--- src/rtl/h264_pkg.sv ---
// Shared H.264 constants, types and helpers used by the intra prediction/reconstruction loop.
package h264_pkg;

  localparam int MB_SIZE  = 16;
  localparam int BLK_SIZE = 4;
  localparam int CW_DEF   = 16;

  typedef logic [CW_DEF-1:0] coord_t;

  typedef enum logic [1:0] {
    IDLE = 2'd0,
    RUN  = 2'd1,
    DONE = 2'd2
  } scan_state_e;

  // luma4x4BlkIdx -> {y_off, x_off}, each in 4x4-block units inside the MB (double-Z order)
  function automatic logic [3:0] blk4x4_offset(input logic [3:0] idx);
    return {idx[3], idx[1], idx[2], idx[0]};
  endfunction

endpackage

--- src/rtl/intra_scan_ctrl_chk.sv ---
// Elaboration-time legality checks on the frame geometry of intra_scan_ctrl.
module intra_scan_ctrl_chk
  import h264_pkg::*;
#(
  parameter int WIDTH  = 1280,
  parameter int LENGTH = 720,
  parameter int CW     = 16
) ();

  generate
    if (((WIDTH % MB_SIZE) != 0) || ((LENGTH % MB_SIZE) != 0)) begin : g_bad_multiple
      $error("intra_scan_ctrl: WIDTH and LENGTH must be multiples of %0d", MB_SIZE);
    end
    if ((WIDTH >= (2 ** CW)) || (LENGTH >= (2 ** CW))) begin : g_bad_range
      $error("intra_scan_ctrl: WIDTH and LENGTH must be below 2**CW");
    end
    if ((MB_SIZE % BLK_SIZE) != 0) begin : g_bad_blk
      $error("intra_scan_ctrl: MB_SIZE must be a multiple of BLK_SIZE");
    end
  endgenerate

endmodule

--- src/rtl/mb_scan_counter.sv ---
// Cascaded 4x4-block / MB-column / MB-row counters; the nxt outputs are the values after one advance.
module mb_scan_counter #(
  parameter int MB_COLS = 80,
  parameter int MB_ROWS = 45,
  parameter int MW      = 12
) (
  input  logic          clk,
  input  logic          reset,
  input  logic          clr,
  input  logic          advance,
  output logic [3:0]    blk_nxt,
  output logic [MW-1:0] mb_x_nxt,
  output logic [MW-1:0] mb_y_nxt,
  output logic          last
);

  localparam logic [MW-1:0] X_MAX = MW'(MB_COLS - 1);
  localparam logic [MW-1:0] Y_MAX = MW'(MB_ROWS - 1);

  logic [3:0]    blk_r;
  logic [MW-1:0] mb_x_r;
  logic [MW-1:0] mb_y_r;
  logic          blk_wrap_s;
  logic          x_wrap_s;

  // Next-count logic for the blk -> mb_x -> mb_y cascade
  always_comb begin
    blk_wrap_s = (blk_r == 4'd15);
    x_wrap_s   = blk_wrap_s && (mb_x_r == X_MAX);
    blk_nxt    = blk_r + 4'd1;
    if (x_wrap_s) begin
      mb_x_nxt = '0;
    end else if (blk_wrap_s) begin
      mb_x_nxt = mb_x_r + MW'(1);
    end else begin
      mb_x_nxt = mb_x_r;
    end
    if (x_wrap_s && (mb_y_r == Y_MAX)) begin
      mb_y_nxt = '0;
    end else if (x_wrap_s) begin
      mb_y_nxt = mb_y_r + MW'(1);
    end else begin
      mb_y_nxt = mb_y_r;
    end
    last = x_wrap_s && (mb_y_r == Y_MAX);
  end

  // Counter state: cleared at frame start, stepped once per accepted block
  always_ff @(posedge clk) begin
    if (reset || clr) begin
      blk_r  <= 4'd0;
      mb_x_r <= '0;
      mb_y_r <= '0;
    end else if (advance) begin
      blk_r  <= blk_nxt;
      mb_x_r <= mb_x_nxt;
      mb_y_r <= mb_y_nxt;
    end
  end

endmodule

--- src/rtl/intra_scan_ctrl.sv ---
// Frame scan scheduler: emits 4x4 luma block coordinates in H.264 decoding order on a valid/ready handshake.
module intra_scan_ctrl
  import h264_pkg::*;
#(
  parameter int WIDTH  = 1280,
  parameter int LENGTH = 720,
  parameter int CW     = 16
) (
  input  logic          clk,
  input  logic          reset,
  input  logic          start,
  input  logic          abort,
  output logic          blk_valid,
  input  logic          blk_ready,
  output logic [2*CW-1:0] mbnumber,
  output logic [3:0]    blk_idx,
  output logic          mb_first,
  output logic          frame_done,
  output logic          busy
);

  localparam int MW = CW - 4;

  scan_state_e    state_r;
  logic           blk_valid_r;
  logic [2*CW-1:0] mbnumber_r;
  logic [3:0]     blk_idx_r;
  logic           mb_first_r;
  logic           frame_done_r;
  logic           busy_r;

  logic           hs_s;
  logic           clr_s;
  logic           adv_s;
  logic           last_s;
  logic [3:0]     blk_nxt_s;
  logic [3:0]     off_s;
  logic [MW-1:0]  mb_x_nxt_s;
  logic [MW-1:0]  mb_y_nxt_s;
  logic [CW-1:0]  col_nxt_s;
  logic [CW-1:0]  row_nxt_s;

  assign hs_s  = blk_valid_r & blk_ready;
  assign clr_s = (state_r == IDLE) & start & ~abort;
  assign adv_s = (state_r == RUN) & hs_s & ~abort;

  mb_scan_counter #(
    .MB_COLS (WIDTH / MB_SIZE),
    .MB_ROWS (LENGTH / MB_SIZE),
    .MW      (MW)
  ) u_cnt (
    .clk      (clk),
    .reset    (reset),
    .clr      (clr_s),
    .advance  (adv_s),
    .blk_nxt  (blk_nxt_s),
    .mb_x_nxt (mb_x_nxt_s),
    .mb_y_nxt (mb_y_nxt_s),
    .last     (last_s)
  );

  intra_scan_ctrl_chk #(.WIDTH(WIDTH), .LENGTH(LENGTH), .CW(CW)) u_chk ();

  // MB origin is a multiple of 16, so the pixel coordinate is pure concatenation
  assign off_s     = blk4x4_offset(blk_nxt_s);
  assign col_nxt_s = {mb_x_nxt_s, off_s[1:0], 2'b00};
  assign row_nxt_s = {mb_y_nxt_s, off_s[3:2], 2'b00};

  // Scan FSM and registered handshake outputs; abort outranks the final handshake
  always_ff @(posedge clk) begin
    if (reset) begin
      state_r      <= IDLE;
      blk_valid_r  <= 1'b0;
      mbnumber_r   <= '0;
      blk_idx_r    <= 4'd0;
      mb_first_r   <= 1'b0;
      frame_done_r <= 1'b0;
      busy_r       <= 1'b0;
    end else begin
      frame_done_r <= 1'b0;
      case (state_r)
        IDLE: begin
          if (clr_s) begin
            state_r     <= RUN;
            blk_valid_r <= 1'b1;
            busy_r      <= 1'b1;
            mbnumber_r  <= '0;
            blk_idx_r   <= 4'd0;
            mb_first_r  <= 1'b1;
          end else begin
            state_r <= IDLE;
          end
        end
        RUN: begin
          if (abort) begin
            state_r     <= IDLE;
            blk_valid_r <= 1'b0;
            busy_r      <= 1'b0;
          end else if (hs_s && last_s) begin
            state_r      <= DONE;
            blk_valid_r  <= 1'b0;
            busy_r       <= 1'b0;
            frame_done_r <= 1'b1;
          end else if (hs_s) begin
            mbnumber_r <= {row_nxt_s, col_nxt_s};
            blk_idx_r  <= blk_nxt_s;
            mb_first_r <= (blk_nxt_s == 4'd0);
          end else begin
            state_r <= RUN;
          end
        end
        DONE: begin
          state_r <= IDLE;
        end
        default: begin
          state_r     <= IDLE;
          blk_valid_r <= 1'b0;
          busy_r      <= 1'b0;
        end
      endcase
    end
  end

  assign blk_valid  = blk_valid_r;
  assign mbnumber   = mbnumber_r;
  assign blk_idx    = blk_idx_r;
  assign mb_first   = mb_first_r;
  assign frame_done = frame_done_r;
  assign busy       = busy_r;

endmodule

--- config.mk ---
export PLATFORM = sky130hd
export DESIGN_NAME = intra_scan_ctrl
export DESIGN_NICKNAME = d
export VERILOG_FILES = /design/src/rtl/h264_pkg.sv /design/src/rtl/intra_scan_ctrl_chk.sv /design/src/rtl/mb_scan_counter.sv /design/src/rtl/intra_scan_ctrl.sv
export SDC_FILE = /design/constraint.sdc
export NUM_CORES = 1
export LEC_CHECK = 0
export ABC_AREA = 0
export CORE_MARGIN = 4
export CORE_UTILIZATION = 46
export CTS_CLUSTER_SIZE = 16
export DETAILED_ROUTE_END_ITERATION = 7
export GPL_TIMING_DRIVEN = 0
export PLACE_DENSITY = 0.68
export SKIP_LAST_GASP = 1
export SYNTH_ARGS = -nofsm -noshare
export SYNTH_HDL_FRONTEND = slang
export SYNTH_SLANG_ARGS = --single-unit
--- constraint.sdc ---
create_clock -name clk -period 2.7 [get_ports clk]
set_input_delay 0.27 -clock clk [delete_from_list [all_inputs] [get_ports clk]]
set_output_delay 0.27 -clock clk [all_outputs]
set_load 0.02 [all_outputs]
### After elaboration in Yosys (flattened, before gate mapping)

Cells that the tools add are included.

| word-level totals | value |
|---|---|
| register bits after elaboration | 69 |
| input bits | 5 |
| output and inout bits | 40 |
| logic and storage cells | 69 |

| cells by class | value |
|---|---|
| add/sub/neg operators | 3 |
| equality and inequality tests | 11 |
| muxes and demuxes | 28 |
| bitwise operators | 8 |
| reductions and logical operators | 10 |

Operators by type and width:

| kind | number |
|---|---|
| two-way mux 32 bit | 4 |
| case mux 32 bit (2 select lines) | 1 |
| two-way mux 12 bit | 4 |
| adder 12 x 1 -> 12 bit, second input constant | 2 |
| two-way mux 4 bit | 4 |
| == test 12 x 6 -> 1 bit, second input constant | 1 |
| == test 12 x 7 -> 1 bit, second input constant | 1 |
| two-way mux 1 bit | 8 |
| case mux 4 bit (2 select lines) | 1 |
| two-way mux 2 bit | 3 |
| != test 2 bit, second input constant | 3 |
| bitwise AND 1 bit | 5 |
| AND reduction 5 bit | 1 |
| adder 4 x 1 -> 4 bit, second input constant | 1 |
| == test 4 bit, second input constant | 1 |
| logical NOT 4 bit | 1 |
| != test 4 x 3 -> 1 bit, second input constant | 1 |
| case mux 2 bit (2 select lines) | 1 |
| logical AND 1 bit | 3 |
| != test 3 x 2 -> 1 bit, second input constant | 1 |
| NOT 1 bit | 3 |
| case mux 1 bit (3 select lines) | 1 |
| AND reduction 3 bit | 1 |
| OR reduction 3 bit | 1 |
| 7 further kinds | 7 |

### Depth between registers and ports, before layout

| depth | value |
|---|---|
| word-level depth | 8 |
| mapped depth | 9 |
| gate-level depth less buffers | 7 |

### By module

From an unflattened synthesis, not the netlist that was laid out.

| unflattened totals | value |
|---|---|
| cell total of the unflattened synthesis | 425 |
| area total of the unflattened synthesis | 3,534.6 µm² |

By module, submodules not included:

| module | instances | cells an instance | area each (µm²) | sequential area each (µm²) |
|---|---|---|---|---|
| mb_scan_counter | 1 | 271 | 2,020.7 | 560.5 |
| intra_scan_ctrl | 1 | 154 | 1,514.0 | 660.6 |

### Least setup slack after synthesis

OpenSTA, ideal clock, no wires.

| path | value |
|---|---|
| path kind | register to register |
| start | register u_cnt.mb_y_r[0] |
| end | register mbnumber_r[19], in the netlist mbnumber[19] |
| library setup time | 65 ps |
| arrival time | 2,321 ps |
| required time | 2,635 ps |
| slack | 314 ps |
| cell stages (with the launch flop) | 9 |
| path buffers | 1 |
| period minus slack after synthesis | 2,386 ps |
| cell sequence | dfxtp_1 > clkbuf_1 > inv_1 > ha_1 > or4b_2 > or4_1 > o21ai_2 > mux2_2 > nor2_1 |

| between the ends | value |
|---|---|
| cells in the longest elaborated chain, start to end | 5 |

RTL lines:

| what | line | text |
|---|---|---|
| start, declared | mb_scan_counter.sv:22 | `logic [MW-1:0] mb_y_r;` |
| start signal, assigned | mb_scan_counter.sv:57 | `mb_y_r <= mb_y_nxt;` |
| == test 12 x 6 -> 1 bit | mb_scan_counter.sv:45 | `last = x_wrap_s && (mb_y_r == Y_MAX);` |
| logical AND 1 bit | mb_scan_counter.sv:45 |  |
| logical AND 1 bit | intra_scan_ctrl.sv:99 | `end else if (hs_s && last_s) begin` |
| != test 2 bit (no line) | - |  |
| AND reduction 5 bit (no line) | - |  |
| end signal, assigned | intra_scan_ctrl.sv:105 | `mbnumber_r <= {row_nxt_s, col_nxt_s};` |
| end, declared | intra_scan_ctrl.sv:26 | `logic [2*CW-1:0] mbnumber_r;` |

No other way between the ends.
A chain may end at the register's enable or synchronous reset.

### Final worst setup path

| path | value |
|---|---|
| start | register u_cnt.blk_r[0] |
| end | register u_cnt.mb_y_r[4] |

| between the ends | value |
|---|---|
| cells in the longest elaborated chain, start to end | 4 |
| elaborated cells between the ends (all ways) | 5 |
| classes of those cells | eq/ne: 1; mux: 2; reduce/logical: 2 |

RTL lines:

| what | line | text |
|---|---|---|
| start, declared | mb_scan_counter.sv:20 | `logic [3:0] blk_r;` |
| start signal, assigned | mb_scan_counter.sv:55 | `blk_r <= blk_nxt;` |
| == test 4 bit * | mb_scan_counter.sv:28 | `blk_wrap_s = (blk_r == 4'd15);` |
| logical AND 1 bit * | mb_scan_counter.sv:29 | `x_wrap_s = blk_wrap_s && (mb_x_r == X_MAX);` |
| two-way mux 12 bit / logical AND 1 bit (equally long branches) | mb_scan_counter.sv:40, mb_scan_counter.sv:38 |  |
| two-way mux 12 bit * | mb_scan_counter.sv:38 | `if (x_wrap_s && (mb_y_r == Y_MAX)) begin` |

Every way passes the cells marked *; elsewhere a longest branch is shown, timed or not.

==> metrics <==
CTS HTree Levels=3; critical path class=flop to flop; post-route fraction of the period consumed by the critical path=92.6%; final worst clock skew=8.87 ps; average vias per placed instance=5.56; antenna violations before repair=0; total number of vias=2564; global-route wire length before repair=11900 um; number of distinct library cells after synthesis=47; peak supply drop=0.329 mV; critical-path maximum fanout=7; clk slew on worst S/H paths=70 ps; FFs w/ async S/R, synth=0%; number of flops mapped to enable cells by yosys=0; sequential share of the synthesized area=42.3%; type of destination of the critical path=flop; run status=finished clean; data required time at the worst endpoint=2970 ps; number of primary I/O pins=45; max-slew violation total from the final report=0; Antenna Nets Post-Route=0; relative area change from synthesis to final layout=26.7%; type of the most critical hold path=flop to flop; pre-CTS setup slack=-92.8 ps; leftover overflow at the end of global routing=0; Power Dens Cells=446 nW/um^2; met3 WL post-DR=343 um; row cnt=28; Synth Area per Inst=8.94 um^2; core area=5990 um^2; M1 wire length=3320 um; number of DRC violations after detailed routing=0; fraction of final layout cells with drive strength greater than 1=12.2%; Max Clk Rate=0.400 GHz; Tightest Pin Transition=653 ps; number of max-cap violations=0; Clock Path Buffers=2; largest net degree at the start of global routing=11; final hold viol count=0; Initial Utilization=48.2%; most common cell after layout, fill and taps aside=dfxtp_1; Leak Pwr=0.00122 uW; RSZ-0062 raised after global routing=no; Total Power Consumption=1630 uW; final worst slack=200 ps; quantity of I/O buffers inserted on ports=40; violation count after the first detailed-routing iteration=140; most used cells in the layout excluding fill and tap cells=61 x dfxtp_1, 40 x clkdlybuf4s50_1, 30 x nand2_1, 22 x xor2_1, 22 x o2bb2ai_1; count of nets after finishing=392; GR Util All Layers=20.3%; post-synthesis instance area=2890 um^2; Routed met2 length=3490 um; Worst slew margin=56.3%; routed wirelength normalized by instance count=15.8 um; final instance area=3660 um^2; dpl hpwl=5130 um; Post-Syn Instances=323; type of element launching the critical path=flop; flops & latches, synth=61; number of iterations in the first detailed-routing pass=4; die footprint=7610 um^2; clock tree sinks=61; warning count from the yosys run=0; clock tree from TritonCTS=yes; number of buffers added by the clock tree synthesis step=9; CTS Root Buffer Type=clkbuf_8; top metal layer carrying routed signals=met4; die width=87.2 um; CTS Hold Buffers Added=0; die outline height=87.2 um; aggregate routed wire length=7280 um; post-route minimum period=2500 ps; cell area after placement=3390 um^2; via count of the first global-routing pass=2495; GPL Wtd Cong=0.861; antenna cell count=0; CP arrival=2770 ps; final setup fails=0; final hold slack=458 ps; # fillers=536; clock latency of the later-clocked register in the worst-skew pair=350 ps; Main synth FF type=dfxtp_1
sequential cells by signal, indices dropped and copies added, names as in the netlist:
signal / flops
u_cnt.blk_r: 4
blk_idx: 3
mbnumber: 25
state_r: 2
frame_done: 1
u_cnt.mb_x_r: 12
mb_first: 1
u_cnt.mb_y_r: 12
busy: 1
path summary, 6_finish.rpt:
path                                                  start                      endpoint  slack, ps  depth (start not counted)
worst max-delay path            u_cnt.blk_r[0]$_SDFFE_PP0P_  u_cnt.mb_y_r[4]$_SDFFE_PP0P_        200                          7
worst min-delay path              mbnumber[11]$_SDFFE_PP0P_     mbnumber[11]$_SDFFE_PP0P_        460                          1
worst max register to register  u_cnt.blk_r[0]$_SDFFE_PP0P_  u_cnt.mb_y_r[4]$_SDFFE_PP0P_        200                          7
worst min register to register    mbnumber[11]$_SDFFE_PP0P_     mbnumber[11]$_SDFFE_PP0P_        460                          1
synthesized netlist by cell type (5+ instances only):
cell	number	area (um^2)
nor4_1	5	31.3
nand4_1	14	87.6
xor2_1	22	193
o2bb2ai_1	22	193
or3_1	5	31.3
o21ai_0	13	65.1
buf_4	11	82.6
nand3_1	13	65.1
dfxtp_1	61	1220
a21oi_1	21	105
nor2_1	20	75.1
nand2_1	30	113
nor3_1	5	25.0
xnor2_1	7	61.3
clkbuf_1	13	48.8
timing repair:
action | in CTS | in global routing
setup endpoints to repair | 20 | 38
buffers inserted | 0 | 6
resized for setup | 1 | 12
pin swaps | 0 | 4
gates cloned | 0 | 0
metal layers:
| layer | up-vias | GRT usage, % |
|---|---|---|
| met2 | 62 | 33.7 |
| met3 | 12 | 6.72 |
| met1 | 1207 | 24.7 |
| met5 | - | 0 |
| met4 | 0 | 6.42 |
| li1 | 1283 | - |
report_power, final:
part | internal (uW) | leakage (uW) | switching, uW | total (uW)
Clock | 318 | 0.0000788 | 330 | 648
Combinational | 29.6 | 0.000654 | 46.4 | 75.9
Sequential | 903 | 0.000492 | 2.72 | 906
Total | 1250 | 0.00122 | 379 | 1630
logic make-up after synthesis:
kind of cell,count (synthesis),synth area share (%)
AND/OR/NAND/NOR,120,23.1
flip-flops,61,42.3
XOR/XNOR,29,8.80
AO/OA/AOI/OAI,72,17.0
other,1,0.130
multiplexers,3,1.08
adder cells (fa/ha/maj),4,1.73
buffers and inverters,33,5.85
final cells by class:
| cell class | instances | area (um^2) | area share, % |
|---|---|---|---|
| inverter | 4 | 15.0 | 0.411 |
| sequential | 61 | 1220 | 33.4 |
| timing repair buffer | 46 | 445 | 12.2 |
| buffer | 29 | 164 | 4.48 |
| clock buffer | 11 | 131 | 3.59 |
| clock inverter | 3 | 15.0 | 0.411 |
| multi-input combinational | 232 | 1570 | 43.0 |
| tap | 75 | 93.8 | 2.57 |
metrics by stage:
stage	util, %	instances	TNS (ps)
4_1_cts	59.2	455	0
5_1_grt	61.0	461	0
2_1_floorplan	-	326	0
3_3_place_gp	56.6	441	-1580
6_report	61.0	461	0
3_5_place_dp	56.6	441	-1540
worst max-delay path, cell delays in order (launching register included):
cell	delay [ps]
dfxtp_1	400
ha_2	280
nand4_1	110
buf_4	200
or4_4	570
or3_1	400
or3_1	320
a21oi_1	150
(Power assumes the default switching activity.)
